$ cat config.mk
export PLATFORM = sky130hd
export DESIGN_NAME = regfile_2r1w_sb
export DESIGN_NICKNAME = d
export VERILOG_FILES = /design/src/rtl/regfile_pkg.sv /design/src/rtl/regfile_scoreboard.sv /design/src/rtl/regfile_2r1w_sb.sv
export SDC_FILE = /design/constraint.sdc
export NUM_CORES = 2
export LEC_CHECK = 0
export CORE_ASPECT_RATIO = 0.75
export CORE_UTILIZATION = 39
export CTS_CLUSTER_DIAMETER = 100
export DETAILED_ROUTE_END_ITERATION = 7
export DONT_BUFFER_PORTS = 1
export GPL_ROUTABILITY_DRIVEN = 0
export PLACE_DENSITY = 0.62
export SYNTH_ARGS = -nofsm -noshare
export SYNTH_HDL_FRONTEND = slang
export SYNTH_SLANG_ARGS = --single-unit
$ cat constraint.sdc
create_clock -name clk -period 2.4 [get_ports clk]
set_input_delay 0.48 -clock clk [delete_from_list [all_inputs] [get_ports clk]]
set_output_delay 0.48 -clock clk [all_outputs]
set_load 0.1 [all_outputs]
$ cat src/rtl/regfile_pkg.sv
// rtl/regfile_pkg.sv - register file defaults shared by decode, writeback and the register file
package regfile_pkg;

  localparam int DEFAULT_DATA_W   = 32;
  localparam int DEFAULT_DEPTH    = 32;
  localparam bit DEFAULT_ZERO_REG = 1'b1;

  function automatic int addr_w(input int depth);
    return (depth > 1) ? $clog2(depth) : 1;
  endfunction

endpackage

$ cat src/rtl/regfile_scoreboard.sv
// rtl/regfile_scoreboard.sv - per-register busy bits for results still in flight
module regfile_scoreboard
  import regfile_pkg::*;
#(
  parameter int DEPTH    = DEFAULT_DEPTH,
  parameter int ADDR_W   = addr_w(DEPTH),
  parameter bit ZERO_REG = DEFAULT_ZERO_REG
) (
  input  logic              clk,
  input  logic              rst,
  input  logic              rsv_enable,
  input  logic [ADDR_W-1:0] rsv_addr,
  input  logic              w_enable,
  input  logic [ADDR_W-1:0] w_addr,
  input  logic [ADDR_W-1:0] r_addr1,
  input  logic [ADDR_W-1:0] r_addr2,
  output logic              busy1,
  output logic              busy2
);

  logic [DEPTH-1:0] busy;

  // A reserve beats a same-edge release: the new producer claims the register
  // after the old result lands.
  always_ff @(posedge clk or negedge rst) begin
    if (!rst) begin
      busy <= '0;
    end else begin
      for (int i = 0; i < DEPTH; i++) begin
        if (ZERO_REG && i == 0)
          busy[i] <= 1'b0;
        else if (rsv_enable && rsv_addr == ADDR_W'(i))
          busy[i] <= 1'b1;
        else if (w_enable && w_addr == ADDR_W'(i))
          busy[i] <= 1'b0;
      end
    end
  end

  assign busy1 = busy[r_addr1] & ~(w_enable && w_addr == r_addr1);
  assign busy2 = busy[r_addr2] & ~(w_enable && w_addr == r_addr2);

endmodule

$ cat src/rtl/regfile_2r1w_sb.sv
// rtl/regfile_2r1w_sb.sv - 2-read/1-write register file with bypass, zero register and busy scoreboard
module regfile_2r1w_sb
  import regfile_pkg::*;
#(
  parameter int DATA_W   = DEFAULT_DATA_W,
  parameter int DEPTH    = DEFAULT_DEPTH,
  parameter int ADDR_W   = addr_w(DEPTH),
  parameter bit ZERO_REG = DEFAULT_ZERO_REG
) (
  input  logic              clk,
  input  logic              rst,
  input  logic              w_enable,
  input  logic [ADDR_W-1:0] w_addr,
  input  logic [DATA_W-1:0] w_data,
  input  logic              r_enable,
  input  logic [ADDR_W-1:0] r_addr1,
  input  logic [ADDR_W-1:0] r_addr2,
  output logic [DATA_W-1:0] out_data1,
  output logic [DATA_W-1:0] out_data2,
  output logic              r_valid,
  input  logic              rsv_enable,
  input  logic [ADDR_W-1:0] rsv_addr,
  output logic              busy1,
  output logic              busy2
);

  logic [DATA_W-1:0] mem [DEPTH];
  logic              wr_ok;
  logic [DATA_W-1:0] rd1;
  logic [DATA_W-1:0] rd2;

  assign wr_ok = w_enable && !(ZERO_REG && w_addr == '0);

  always_ff @(posedge clk or negedge rst) begin
    if (!rst) begin
      for (int i = 0; i < DEPTH; i++)
        mem[i] <= '0;
    end else if (wr_ok) begin
      mem[w_addr] <= w_data;
    end
  end

  // Bypass first, then the zero register overrides it.
  always_comb begin
    rd1 = mem[r_addr1];
    rd2 = mem[r_addr2];
    if (wr_ok && w_addr == r_addr1) rd1 = w_data;
    if (wr_ok && w_addr == r_addr2) rd2 = w_data;
    if (ZERO_REG && r_addr1 == '0) rd1 = '0;
    if (ZERO_REG && r_addr2 == '0) rd2 = '0;
  end

  always_ff @(posedge clk or negedge rst) begin
    if (!rst) begin
      out_data1 <= '0;
      out_data2 <= '0;
      r_valid   <= 1'b0;
    end else begin
      r_valid <= r_enable;
      if (r_enable) begin
        out_data1 <= rd1;
        out_data2 <= rd2;
      end
    end
  end

  regfile_scoreboard #(
    .DEPTH    (DEPTH),
    .ADDR_W   (ADDR_W),
    .ZERO_REG (ZERO_REG)
  ) u_scoreboard (
    .clk        (clk),
    .rst        (rst),
    .rsv_enable (rsv_enable),
    .rsv_addr   (rsv_addr),
    .w_enable   (w_enable),
    .w_addr     (w_addr),
    .r_addr1    (r_addr1),
    .r_addr2    (r_addr2),
    .busy1      (busy1),
    .busy2      (busy2)
  );

endmodule

==> results.ini <==
[finish]
synthToLayoutAreaGrowth_pct=12.8
stdcell_area_um2=66800
drive_above_1_share_pct=55.3
n_fill_cell=13081
final_cell_mix=dfrtp_1 (1120), mux2_2 (994), mux4_2 (590)
nets=3738
layout_commonest_cell=dfrtp_1

[sta]
relSlewSlack_pct=16.7
fmax_mhz=351
worstMarginPinSlew_ns=1.25
skew_ns=0.0315
worst_slack_ns=-0.446
drv_slew=0
final_hold_viol_count=99
hold_slack_ns=-0.553
rsz0062_at_grt=yes
fin_crit_ns=2.85
setup_viol=2
final.setup.tns_ns=-0.854
period_share_pct=119

[drt]
ant_nets=0
vias=36260
drc=0
routed_wl_um=184000
wl_per_cell_um=31.8
drt_pass1_iterations=7
drt-initial-drc-count=3500
routed_via_density=6.27

[worst_setup_path]
critPathMaxFanout=3
endpoint_kind=output pin
critPathLaunchType=flip-flop
reg2reg_to=out_data2[14]$_DFFE_PN0P_
r2r_slack_ns=0.68
rr_startpoint=mem[14]$_DFFE_PN0P_
worstSetupPathType=flip-flop to output pin
cp.required_ns=1.92
critPathArrivalTime_ns=2.37
r2r_cells=4

[pwr]
power_frac_clock_pct=33.3
power_density_nw_per_um2=859
p_comb_share_pct=22.9
power_mw=57.4
swShare_pct=28.6
p_leak_nw=27.8
p_int_mw=41.0
ir_drop_mv=0.592
p_seq_share_pct=43.8
p_sw_mw=16.4

[cts]
numClockSinks=1120
path_clk_slew_ns=0.06
post_cts_buffers=0
h-tree-depth=3
cts_buffer_depth=3
clock-root-buffer=clkbuf_16
cts_buffers=118
cts_tree=built
ctsHoldBuffers=48
clock_latency_ns=0.75

[synthesis]
ys_warn_count=0
synth_area_leaders=dfrtp_1 (47%), mux4_2 (22%), mux2_2 (19%)
ys_ff_latch=1120
yosysTopAreaCell=dfrtp_1
syn_nets=3832
ys.flop_type=dfrtp_1
synthCells=3775
synth.cell_area_um2=59300
synth_top_area_share_pct=47.3
synth_edf_count=0
seq_area_frac_synth_pct=47.3
yosys.cell_types.count=46
avgSynthCellArea_um2=15.7
async_flop_share_pct=100

[global_routing]
antenna_found_initial=5
grt_usage_pct=24.0
grt_max_degree=268
grt.overflow.total=0
grt_first_pass_wirelength_um=269000
grt_pass1_vias=36719

[die]
die_h_um=340
num_rows=123
pin_count=124
die_area_um2=154000
start_util_pct=39.4
coreArea_um2=150000
dieWidth_um=452

[placement]
numPortBuffers=0
post-dp-hpwl_um=99800
place_area_um2=62000
place_ws_ns=-1.14

[run_status]
violations=negative hold slack, negative setup slack
outcome=complete, but fails checks

[flow_run]
cap_violations=0

[min_path]
hold_path_class=input pin to async pin

critical path, stage by stage, from the launching register on:
cell and delay (ns):
dfrtp_1 0.42, mux4_2 0.48, mux2i_1 0.15, o22ai_1 0.10, o31a_4 0.48
repair_timing:
item	in CTS	in global routing
cloned	3	1
gates resized for setup	0	2
pin swaps	2	0
setup endpoints to repair	377	162
hold endpoints to repair	1179	99
worst max-delay path by stage:
stage	startpoint	endpoint	slack (ns)	depth (start not counted)
floorplan	r_addr1[0]	busy1	-0.24	8
global placement	rst	mem[436]$_DFFE_PN0P_	-1.12	4
detailed placement	rst	mem[436]$_DFFE_PN0P_	-1.14	4
CTS	u_scoreboard.busy[18]$_DFFE_PN0P_	busy2	-0.47	4
global route	u_scoreboard.busy[7]$_DFFE_PN0P_	busy2	-0.50	4
finish	u_scoreboard.busy[18]$_DFFE_PN0P_	busy2	-0.45	4
sequential cells by signal, summed over array words and instances, names as in the netlist:
| signal | count |
|---|---|
| mem | 1024 |
| out_data1 | 32 |
| out_data2 | 32 |
| u_scoreboard.busy | 31 |
| r_valid | 1 |
area by class of cell:
| class | count | area [um^2] | area share, % |
|---|---|---|---|
| clock inverters | 40 | 480 | 0.719 |
| flip-flops and latches | 1120 | 28000 | 41.9 |
| clock buffers | 178 | 3560 | 5.33 |
| well taps | 2000 | 2500 | 3.74 |
| repair buffers | 227 | 2810 | 4.21 |
| diodes | 1 | 2.50 | 0.00374 |
| multi-input cells | 2135 | 29100 | 43.6 |
| inverters | 79 | 297 | 0.444 |
cell usage after synthesis (3+ instances only):
cell type and n:
o221ai_2 62, and2_1 3, o22ai_1 10, mux2_2 994, a22o_1 136, clkbuf_1 232
buf_6 33, nand3_1 4, nor3_1 3, buf_4 11, inv_1 15, nor2b_1 76
nor2_1 88, nand2b_1 8, mux2i_1 6, clkinv_1 64, nand4b_1 3, o32ai_1 3
nor3b_1 3, xor2_1 8, buf_1 47, nand2_1 24, o21ai_0 15, nor4_1 4
o31ai_1 4, dfrtp_1 1120, buf_2 118, mux4_2 590, a41oi_1 64
through the flow:
stage	instances	utilization (%)	hold slack, ns
after global routing	5780	44.4	-0.585
after detailed placement	5509	41.2	0.185
final	5780	44.4	-0.553
after floorplan	3775	-	0.184
after CTS	5778	44.4	-0.596
after global placement	5509	41.2	0.185
layer usage:
metal  track usage, %  share of wire, %  vias to the layer above
li1                 -                 -                    14549
met1             34.7                44                    20014
met2             34.9                44                     1346
met3             6.32               8.5                      345
met4             8.06               3.6                        6
met5                0             0.022                        -
cells by family after synthesis:
| family | synth area share [%] |
|---|---|
| DFF | 47.3 |
| and+or+nand+nor | 2.03 |
| buffers and inverters | 4.03 |
| AOI/OAI and AO/OA | 5.07 |
| muxes | 41.4 |
| xor gates and xnor gates | 0.148 |
power groups by stage:
stage | clock, mW | combinational (mW) | sequential, mW
floorplan | 0 | 8.95 | 26.3
global placement | 0 | 12.4 | 25.2
detailed placement | 0 | 12.7 | 25.4
CTS | 19.4 | 13.1 | 25.1
global route | 20.2 | 13.8 | 25.7
finish | 19.1 | 13.1 | 25.2
(Power assumes the default switching activity.)
